$ cat src/rtl/mux_rr_arbiter_pkg.sv
// Shared constants for the 4-way mux round-robin arbiter: sizes, FSM state codes
// and the grant decoder.
package mux_rr_arbiter_pkg;

  localparam int NUM_REQ     = 4;
  localparam int SEL_W       = 2;
  localparam int TIMEOUT_DEF = 16;
  localparam int CNT_W_DEF   = 8;

  localparam logic [1:0] ARB_IDLE = 2'b00;
  localparam logic [1:0] ARB_BUSY = 2'b01;

  function automatic logic [NUM_REQ-1:0] onehot(input logic [SEL_W-1:0] idx);
    return NUM_REQ'(1) << idx;
  endfunction

endpackage

$ cat src/rtl/mux_rr_arbiter_if.sv
// Requester/arbiter bundle: request and release inputs, grant and mux select outputs.
interface mux_rr_arbiter_if;
  import mux_rr_arbiter_pkg::*;

  logic [NUM_REQ-1:0] req;
  logic               done;
  logic [NUM_REQ-1:0] grant;
  logic               grant_valid;
  logic [SEL_W-1:0]   select;
  logic               timeout;

  modport master (output req, done, input grant, grant_valid, select, timeout);
  modport slave  (input req, done, output grant, grant_valid, select, timeout);
endinterface

$ cat src/rtl/mux_rr_arbiter_rr_pick.sv
// Rotated priority search: first asserted request at ptr+1, ptr+2, ptr+3, then ptr.
// Purely combinational.
module rr_pick
  import mux_rr_arbiter_pkg::*;
(
  input  logic [NUM_REQ-1:0] req,
  input  logic [SEL_W-1:0]   ptr,
  output logic               found,
  output logic [SEL_W-1:0]   idx
);

  logic [SEL_W-1:0] cand;

  // Walk from lowest to highest priority so the last hit is the winner.
  always_comb begin
    found = 1'b0;
    idx   = '0;
    cand  = '0;
    for (int k = NUM_REQ; k >= 1; k--) begin
      cand = ptr + SEL_W'(k);
      if (req[cand]) begin
        found = 1'b1;
        idx   = cand;
      end
    end
  end

endmodule

$ cat src/rtl/mux_rr_arbiter.sv
// Round-robin owner of a shared 4:1 mux; registered one-hot grant plus binary select.
// Optional forced release after TIMEOUT busy cycles when MUX_ARB_TIMEOUT_EN is defined.
module mux_rr_arbiter
  import mux_rr_arbiter_pkg::*;
#(
  parameter int TIMEOUT = TIMEOUT_DEF,
  parameter int CNT_W   = CNT_W_DEF
) (
  input  logic             clk,
  input  logic             reset,
  mux_rr_arbiter_if.slave  bus
);

  if (TIMEOUT < 2 || TIMEOUT > 255 || (1 << CNT_W) <= TIMEOUT) begin : g_bad_param
    $error("mux_rr_arbiter: TIMEOUT must be 2..255 and fit in CNT_W bits");
  end

  logic [1:0]         state;
  logic [NUM_REQ-1:0] grant_q;
  logic [SEL_W-1:0]   select_q;
  logic [SEL_W-1:0]   ptr;
  logic               found;
  logic [SEL_W-1:0]   pick_idx;
  logic               release_req;
  logic               force_rel;

  rr_pick u_pick (
    .req   (bus.req),
    .ptr   (ptr),
    .found (found),
    .idx   (pick_idx)
  );

  assign release_req     = bus.done | ~bus.req[select_q];
  assign bus.grant       = grant_q;
  assign bus.grant_valid = (state == ARB_BUSY);
  assign bus.select      = select_q;

`ifdef MUX_ARB_TIMEOUT_EN
  logic [CNT_W-1:0] cnt;
  logic             timeout_q;

  assign force_rel   = (cnt == CNT_W'(TIMEOUT - 1));
  assign bus.timeout = timeout_q;

  // A normal release on the expiry cycle takes precedence and suppresses the pulse.
  always_ff @(posedge clk) begin
    if (reset) begin
      cnt       <= '0;
      timeout_q <= 1'b0;
    end else begin
      timeout_q <= (state == ARB_BUSY) && !release_req && force_rel;
      if (state == ARB_BUSY && !release_req && !force_rel)
        cnt <= cnt + 1'b1;
      else
        cnt <= '0;
    end
  end
`else
  assign force_rel   = 1'b0;
  assign bus.timeout = 1'b0;
`endif

  always_ff @(posedge clk) begin
    if (reset) begin
      state    <= ARB_IDLE;
      grant_q  <= '0;
      select_q <= '0;
      ptr      <= SEL_W'(NUM_REQ - 1);
    end else begin
      case (state)
        ARB_IDLE: begin
          if (found) begin
            state    <= ARB_BUSY;
            grant_q  <= onehot(pick_idx);
            select_q <= pick_idx;
          end
        end
        ARB_BUSY: begin
          // Always drop to IDLE for a cycle, so grants are never back-to-back.
          if (release_req || force_rel) begin
            state   <= ARB_IDLE;
            grant_q <= '0;
            ptr     <= select_q;
          end
        end
        default: begin
          state   <= ARB_IDLE;
          grant_q <= '0;
        end
      endcase
    end
  end

endmodule

$ cat src/flat_wrapper.sv
// flat-port wrapper written by rule: the top's interface ports become plain ports
module mux_rr_arbiter_flat import mux_rr_arbiter_pkg::*;
#(
  parameter int TIMEOUT = TIMEOUT_DEF,
  parameter int CNT_W   = CNT_W_DEF
)
  (clk, reset, bus_req, bus_done, bus_grant, bus_grant_valid, bus_select, bus_timeout);
  mux_rr_arbiter_if bus_i ();
  input  logic clk;
  input  logic reset;
  input wire logic [$bits(bus_i.req)-1:0] bus_req;
  input wire logic [$bits(bus_i.done)-1:0] bus_done;
  output wire logic [$bits(bus_i.grant)-1:0] bus_grant;
  output wire logic [$bits(bus_i.grant_valid)-1:0] bus_grant_valid;
  output wire logic [$bits(bus_i.select)-1:0] bus_select;
  output wire logic [$bits(bus_i.timeout)-1:0] bus_timeout;
  assign bus_i.req = bus_req;
  assign bus_i.done = bus_done;
  assign bus_grant = bus_i.grant;
  assign bus_grant_valid = bus_i.grant_valid;
  assign bus_select = bus_i.select;
  assign bus_timeout = bus_i.timeout;
  mux_rr_arbiter #(.TIMEOUT(TIMEOUT), .CNT_W(CNT_W)) u_core (.clk(clk), .reset(reset), .bus(bus_i));
endmodule
$ cat config.mk
export PLATFORM = sky130hd
export DESIGN_NAME = mux_rr_arbiter_flat
export DESIGN_NICKNAME = d
export VERILOG_FILES = /design/src/rtl/mux_rr_arbiter_pkg.sv /design/src/rtl/mux_rr_arbiter_if.sv /design/src/rtl/mux_rr_arbiter_rr_pick.sv /design/src/rtl/mux_rr_arbiter.sv /design/src/flat_wrapper.sv
export SDC_FILE = /design/constraint.sdc
export NUM_CORES = 1
export LEC_CHECK = 0
export CORE_UTILIZATION = 41
export DETAILED_ROUTE_END_ITERATION = 10
export PLACE_DENSITY = 0.72
export SLEW_MARGIN = 20
export SYNTH_ARGS = -nofsm -noshare
export SYNTH_HDL_FRONTEND = slang
export SYNTH_SLANG_ARGS = --single-unit
$ cat constraint.sdc
create_clock -name clk -period 1.2 [get_ports clk]
set_input_delay 0.24 -clock clk [delete_from_list [all_inputs] [get_ports clk]]
set_output_delay 0.24 -clock clk [all_outputs]
set_load 0.01 [all_outputs]
==> summary.md, run 1 <==
| Metric | Value |
|---|---|
| Pwr Density | 1053 nW/um2 |
| TritonCTS Buffers | 3 |
| Startpoint types | register |
| Clk sinks | 9 |
| Crit path max fanout | 4 |
| Delay-heaviest family, CP | compound AO/OA/AOI/OAI gates |
| Hold-critical path depth | 2 |
| Worst reg2reg startpoint | u_core.bus.select[0] |
| CP peak stage delay | 0.37 ns |
| Worst-path clk slew | 0.07 ns |
| Post-synthesis mux area share | 3.563% |
| Vias in the first global route | 666 |
| Register area share after synthesis | 32.07% |
| Leakage power | 0.4359 nW |
| Kind of critical path | register to register |
| Crit path buf inv count | 1 |
| Synth-to-Final Area Change | 72.16% |
| Cells after Synth | 70 |
| Mapped cell area | 561.8 um2 |
| Setup WS post-layout | -0.1281 ns |
| Hold EP | u_core.bus.grant[0] |
| Hold_buf cts | 0 |
| Max cap viols | 0 |
| Max VDD drop | 0.7874 mV |
| Synth warn | 0 |
| Via-per-instance ratio | 5.760 |
| Endpoint class of the critical path | register |
| Largest net degree at the start of global routing | 10 |
| Critical Path RT | 1.35 ns |
| Library cells used by synthesis | 36 |
| Syn avg cell area | 8.026 um2 |
| Main combinational cell family by area after synthesis | compound AO/OA/AOI/OAI gates |
| Root buf cell | clkbuf_4 |
| Type of the most critical hold path | register to register |
| Initial drt markers | 31 |
| Part of the cycle the worst path needs | 110.7% |
| Nets | 115 |
| Clk_skew | 0.004223 ns |
| Max Clock Freq | 0.7529 GHz |
| CTS H-tree lvls | 1 |
| Row count | 12 |
| Data arrival, critical path | 1.48 ns |
| Hold Crit Start | u_core.bus.grant[0] |
| Final Slew Violations | 0 |
| Post-synthesis compound-gate area fraction | 39.20% |
| CTS tree | done |
| Critical R2R Capture | u_core.ptr[0] |
| Initial antenna violation count | 0 |
| Initial DRT Pass Iterations | 4 |
| Clock buffer depth | 2 |
| Initial Util | 47.36% |
| XOR/XNOR share of the synthesized area | 0% |
| Worst-Skew Late Latency | 0.27 ns |
| PnR Total Power | 1.018 mW |
| R2R setup slack | -0.13 ns |
| DRT antenna net count | 0 |
| Number of diodes | 0 |
| Syn Nets | 77 |
| Final GP Congestion | 0.8947 |
| Ratio of cells with drive above 1 in the final layout | 51.40% |
| Number of cells on the critical path | 5 |
| Die Span Y | 39.02 um |
| Die Wd | 39.02 um |
| Final Hold Fails | 0 |
| #FFs+latches synth | 9 |
| Synth Area in Adders | 0% |
| Final setup violation count | 6 |
| Fillers | 90 |
| Die area | 1522 um2 |
| Routed len/inst | 15.48 um |
| Failing checks | setup timing |
| Core area | 1186 um2 |
| DP Wirelength | 1.280 mm |
| Simple logic cell fraction of the synthesized area | 15.37% |
| Fin crit period | 1.328 ns |
| Worst R2R Path Depth | 5 |
| Routed WL | 1.873 mm |
| Fin util | 81.54% |
| Slowest-stage cell, CP | dfxtp_4 |
| RSZ-0062 raised after global routing | true |
| Residual DRC count | 0 |
| GRT overflow | 0 |
| Global Route Usage Sum | 29.07% |
| Status | finished with violations |
| IO Port Bufs | 13 |
| CP Cell Sequence | mux2i_4, o221ai_4, buf_4, nor2_2, a211o_1 |
| First-pass GRT wire length | 2.891 mm |
| # IOs | 15 |
| Routed vias | 697 |
power breakdown:
group          internal [mW]  total, mW  leakage (nW)  switching (mW)
combinational          0.215      0.406         0.346           0.191
clock                  0.129      0.245        0.0150           0.116
sequential             0.332      0.367        0.0746          0.0349
total                  0.676       1.02         0.436           0.342
registers in the layout, indices dropped and copies added, names as in the netlist:
register	count
u_core.bus.select	2
u_core.ptr	2
u_core.state	1
u_core.bus.grant	4
tightest hold or removal path, stage by stage, from the launching register on:
cell	delay, ns
dfxtp_1	0.32
nand3_2	0.06
a21oi_2	0.04
logic make-up (layout without fill, tap and decap cells):
| kind of cell | count (synthesis) | in the layout |
|---|---|---|
| flops | 9 | 9 |
| compound gates | 29 | 29 |
| buf+inv | 12 | 49 |
| other cells | 1 | 1 |
| mux | 2 | 2 |
| simple gates | 17 | 17 |
area by class of cell:
class                      instances  area (um2)  share of cell area, %
clock buffer                       4       26.28                  2.717
multi-input combinational         49       411.6                  42.56
tap                               14       17.52                  1.811
inverter                           7       26.28                  2.717
sequential                         9       187.7                  19.40
timing repair buffer              38       297.8                  30.79
worst max-delay path by stage:
| stage | slack (ns) | end | start |
|---|---|---|---|
| floorplan | -0.09 | u_core.bus.grant[1] | u_core.bus.select[0] |
| global placement | -0.55 | u_core.bus.select[1] | bus_req[3] |
| detailed placement | -0.63 | u_core.bus.select[1] | bus_req[3] |
| CTS | -0.13 | u_core.bus.grant[1] | u_core.bus.select[0] |
| global route | -0.14 | u_core.bus.grant[1] | u_core.bus.select[0] |
| finish | -0.13 | u_core.ptr[0] | u_core.bus.select[0] |
metal layers:
metal | up-vias | wire length [um] | GRT usage, % | part of all wire (%)
li1 | 333 | - | - | -
met3 | 2 | 142 | 6.358 | 7.6
met5 | - | 0 | 0 | 0
met2 | 35 | 949 | 48.75 | 51
met4 | 0 | 8 | 11.21 | 0.43
met1 | 327 | 772 | 35.54 | 41
cell usage in the layout (no fill, tap or decap), types with 2 or more instances in the layout:
| master | netlist | final |
|---|---|---|
| nand3_2 | 0 | 2 |
| a32o_1 | 2 | 2 |
| a21oi_2 | 1 | 3 |
| inv_1 | 6 | 6 |
| dfxtp_2 | 0 | 3 |
| o22ai_1 | 3 | 3 |
| mux2i_4 | 0 | 2 |
| a21oi_1 | 7 | 5 |
| nor2_1 | 6 | 3 |
| clkbuf_2 | 1 | 2 |
| o21ai_0 | 3 | 2 |
| and2_4 | 0 | 2 |
| clkbuf_4 | 0 | 3 |
| nor2_2 | 0 | 3 |
| nand2_1 | 2 | 2 |
| buf_4 | 1 | 24 |
| dlygate4sd2_1 | 0 | 8 |
| a31oi_1 | 2 | 2 |
| dfxtp_1 | 9 | 5 |
Yosys cell counts:
cell type  n  area [um2]
dfxtp_1    9       180.2
a21oi_1    7       35.03
inv_1      6       22.52
nor2_1     6       22.52
o21ai_0    3       15.01
o22ai_1    3       18.77
a31oi_1    2       12.51
a32o_1     2       20.02
clkbuf_1   2       7.510
mux2i_1    2       20.02
nand2_1    2       7.510
nand3_1    2       10.01
a2111oi_0  1       8.760
a211o_1    1       8.760
a21o_1     1       7.510
a21oi_2    1       8.760
a31o_1     1       8.760
a31o_2     1       8.760
and2_1     1       6.260
and2_2     1       7.510
and3b_1    1       8.760
buf_2      1       5.000
buf_4      1       7.510
clkbuf_2   1       5.000
conb_1     1       3.750
inv_2      1       3.750
nand2b_1   1       6.260
nor3_1     1       5.000
o2111ai_1  1       8.760
o211ai_1   1       7.510
o21bai_1   1       7.510
o221ai_4   1       26.28
o31a_1     1       8.760
o32ai_1    1       8.760
or2_2      1       6.260
or3_1      1       6.260
timing repair:
action / 4_1_cts / 5_1_grt
pin swaps: 6 / 5
buffers inserted: 0 / 1
resized for setup: 27 / 11
setup endpoints to repair: 16 / 9
metrics by stage:
step	std cells	area [um2]	hold WS, ns	setup WS (ns)	setup TNS (ns)
global route	121	967.2	0.4841	-0.1428	-0.6933
finish	121	967.2	0.4672	-0.1281	-0.4569
floorplan	70	584.3	0.3942	-0.09133	-0.1909
CTS	120	944.7	0.4701	-0.1256	-0.4897
detailed placement	116	885.9	0.4581	-0.6324	-4.838
global placement	116	885.9	0.4519	-0.5540	-4.539
Note: power is estimated with default switching activity, not from simulation.
==> inputs of run 2 (changes only) <==
--- a/config.mk
+++ b/config.mk
@@ -8,6 +8,7 @@
 export CORE_UTILIZATION = 41
 export DETAILED_ROUTE_END_ITERATION = 10
 export PLACE_DENSITY = 0.72
+export SKIP_CTS_REPAIR_TIMING = 1
 export SLEW_MARGIN = 20
 export SYNTH_ARGS = -nofsm -noshare
 export SYNTH_HDL_FRONTEND = slang
==> run 2 against run 1 <==
Compared with the run above: the flow still finishes with violations (setup timing); worst setup slack lost 0.0021 ns; total power shrank 1.6%; sequential cell count unchanged; combinational power shrank 2%; largest power group unchanged; highest routed layer unchanged.
==> summary.md, run 2 (same netlist as run 1, synthesis figures left out) <==
| Metric | Value |
|---|---|
| IO Port Bufs | 13 |
| Number of diodes | 0 |
| Setup_tns | -0.5808 ns |
| Critical Path RT | 1.35 ns |
| Part of the cycle the worst path needs | 110.9% |
| R2R setup slack | -0.13 ns |
| Number of flip-flops in the largest register | 4 |
| Initial DRT Pass Iterations | 4 |
| Setup WS post-layout | -0.1302 ns |
| Type of the most critical hold path | register to register |
| Die area | 1522 um2 |
| Data arrival, critical path | 1.48 ns |
| Register area | 187.7 um2 |
| Hold-critical path depth | 1 |
| Initial drt markers | 20 |
| Endpoint class of the critical path | register |
| Die Wd | 39.02 um |
| DP Wirelength | 1.280 mm |
| Largest net degree at the start of global routing | 10 |
| Vias in the first global route | 626 |
| # IOs | 15 |
| Worst-path clk slew | 0.07 ns |
| Startpoint types | register |
| Max VDD drop | 0.7860 mV |
| Synth-to-Final Area Change | 75.50% |
| Routed vias | 683 |
| Hold Crit Start | u_core.bus.grant[3] |
| Routed WL | 1.827 mm |
| Inst Count DP | 116 |
| Initial Util | 47.36% |
| Die Span Y | 39.02 um |
| Commonest non-fill, non-tap cell in the layout | buf_4 |
| Max Clock Freq | 0.7518 GHz |
| DRT antenna net count | 0 |
| Core area | 1186 um2 |
| Clk_skew | 0.004089 ns |
| Multi-input gate area | 391.6 um2 |
| First-pass GRT wire length | 2.677 mm |
| Worst R2R Path Depth | 4 |
| Fin crit period | 1.330 ns |
| Final Slew Violations | 0 |
| Routed len/inst | 15.23 um |
| Worst reg2reg startpoint | u_core.bus.select[0] |
| Hold EP | u_core.bus.grant[3] |
| Nets | 114 |
| Worst setup path startpoint | u_core.bus.select[0] |
| Residual DRC count | 0 |
| Critical R2R Capture | u_core.bus.grant[1] |
| Via-per-instance ratio | 5.692 |
| Final GP Congestion | 0.8947 |
| Max cap viols | 0 |
| CTS tree | done |
| Crit path max fanout | 4 |
| Final setup violation count | 7 |
| Final Hold Fails | 0 |
| Row count | 12 |
| Clk sinks | 9 |
| Leakage power | 0.5420 nW |
| GRT overflow | 0 |
| Global Route Usage Sum | 26.67% |
| Status | finished with violations |
| Kind of critical path | register to register |
| RSZ-0062 raised after global routing | true |
| TritonCTS Buffers | 3 |
| Worst-Skew Late Latency | 0.26 ns |
| Commonest non-fill, non-tap cells in the layout | 23 x buf_4, 11 x dlymetal6s2s_1, 6 x inv_1 |
| Fin cells | 120 |
| Initial antenna violation count | 0 |
| Root buf cell | clkbuf_4 |
| Ratio of cells with drive above 1 in the final layout | 46.23% |
| Pwr Density | 1016 nW/um2 |
| CTS H-tree lvls | 1 |
| Fillers | 87 |
| Clock buffer depth | 2 |
| Failing checks | setup timing |
run 2: worst max path at each step:
stage                                      end  slack (ns)
after floorplan            u_core.bus.grant[1]       -0.09
after global placement    u_core.bus.select[1]       -0.55
after detailed placement  u_core.bus.select[1]       -0.63
after CTS                 u_core.bus.select[1]       -0.36
after global routing       u_core.bus.grant[1]       -0.16
final                      u_core.bus.grant[1]       -0.13
run 2: worst max-delay path, stage by stage, from the launching register on:
cell and delay, ns:
dfxtp_4 0.39, mux2i_4 0.25, o221ai_4 0.17, and3b_1 0.21, a32o_1 0.20
run 2: routing by layer:
metal	up-vias	routed length (um)	GRT usage, %	share of wire [%]
li1	330	-	-	-
met1	313	775	33.80	42
met2	36	895	42.92	49
met3	4	141	5.780	7.7
met4	0	14	11.21	0.77
met5	-	0	0	0
run 2: metrics by stage:
step           power (mW)  worst slack [ns]  utilization, %  hold WS (ns)  instance area (um2)
3_5_place_dp       0.7353           -0.6324           74.68        0.4581                885.9
6_report            1.002           -0.1302           83.12        0.4688                985.9
3_3_place_gp       0.7275           -0.5540           74.68        0.4519                885.9
4_1_cts            0.9787           -0.3627           76.90        0.4748                912.1
2_1_floorplan      0.5439          -0.09133               -        0.3942                584.3
5_1_grt             1.057           -0.1619           83.12        0.4904                985.9
run 2: layout make-up:
cell class | count | area share, %
repair buffers | 37 | 34.14
well taps | 14 | 1.777
clock buffers | 4 | 2.665
flip-flops and latches | 9 | 19.04
multi-input cells | 49 | 39.72
inverters | 7 | 2.665
run 2: where the power goes:
part	leakage, nW	switching (mW)	total, mW	internal [mW]
Sequential	0.0746	0.0343	0.367	0.332
Clock	0.0150	0.111	0.239	0.128
Combinational	0.452	0.180	0.396	0.215
Total	0.542	0.326	1.00	0.676
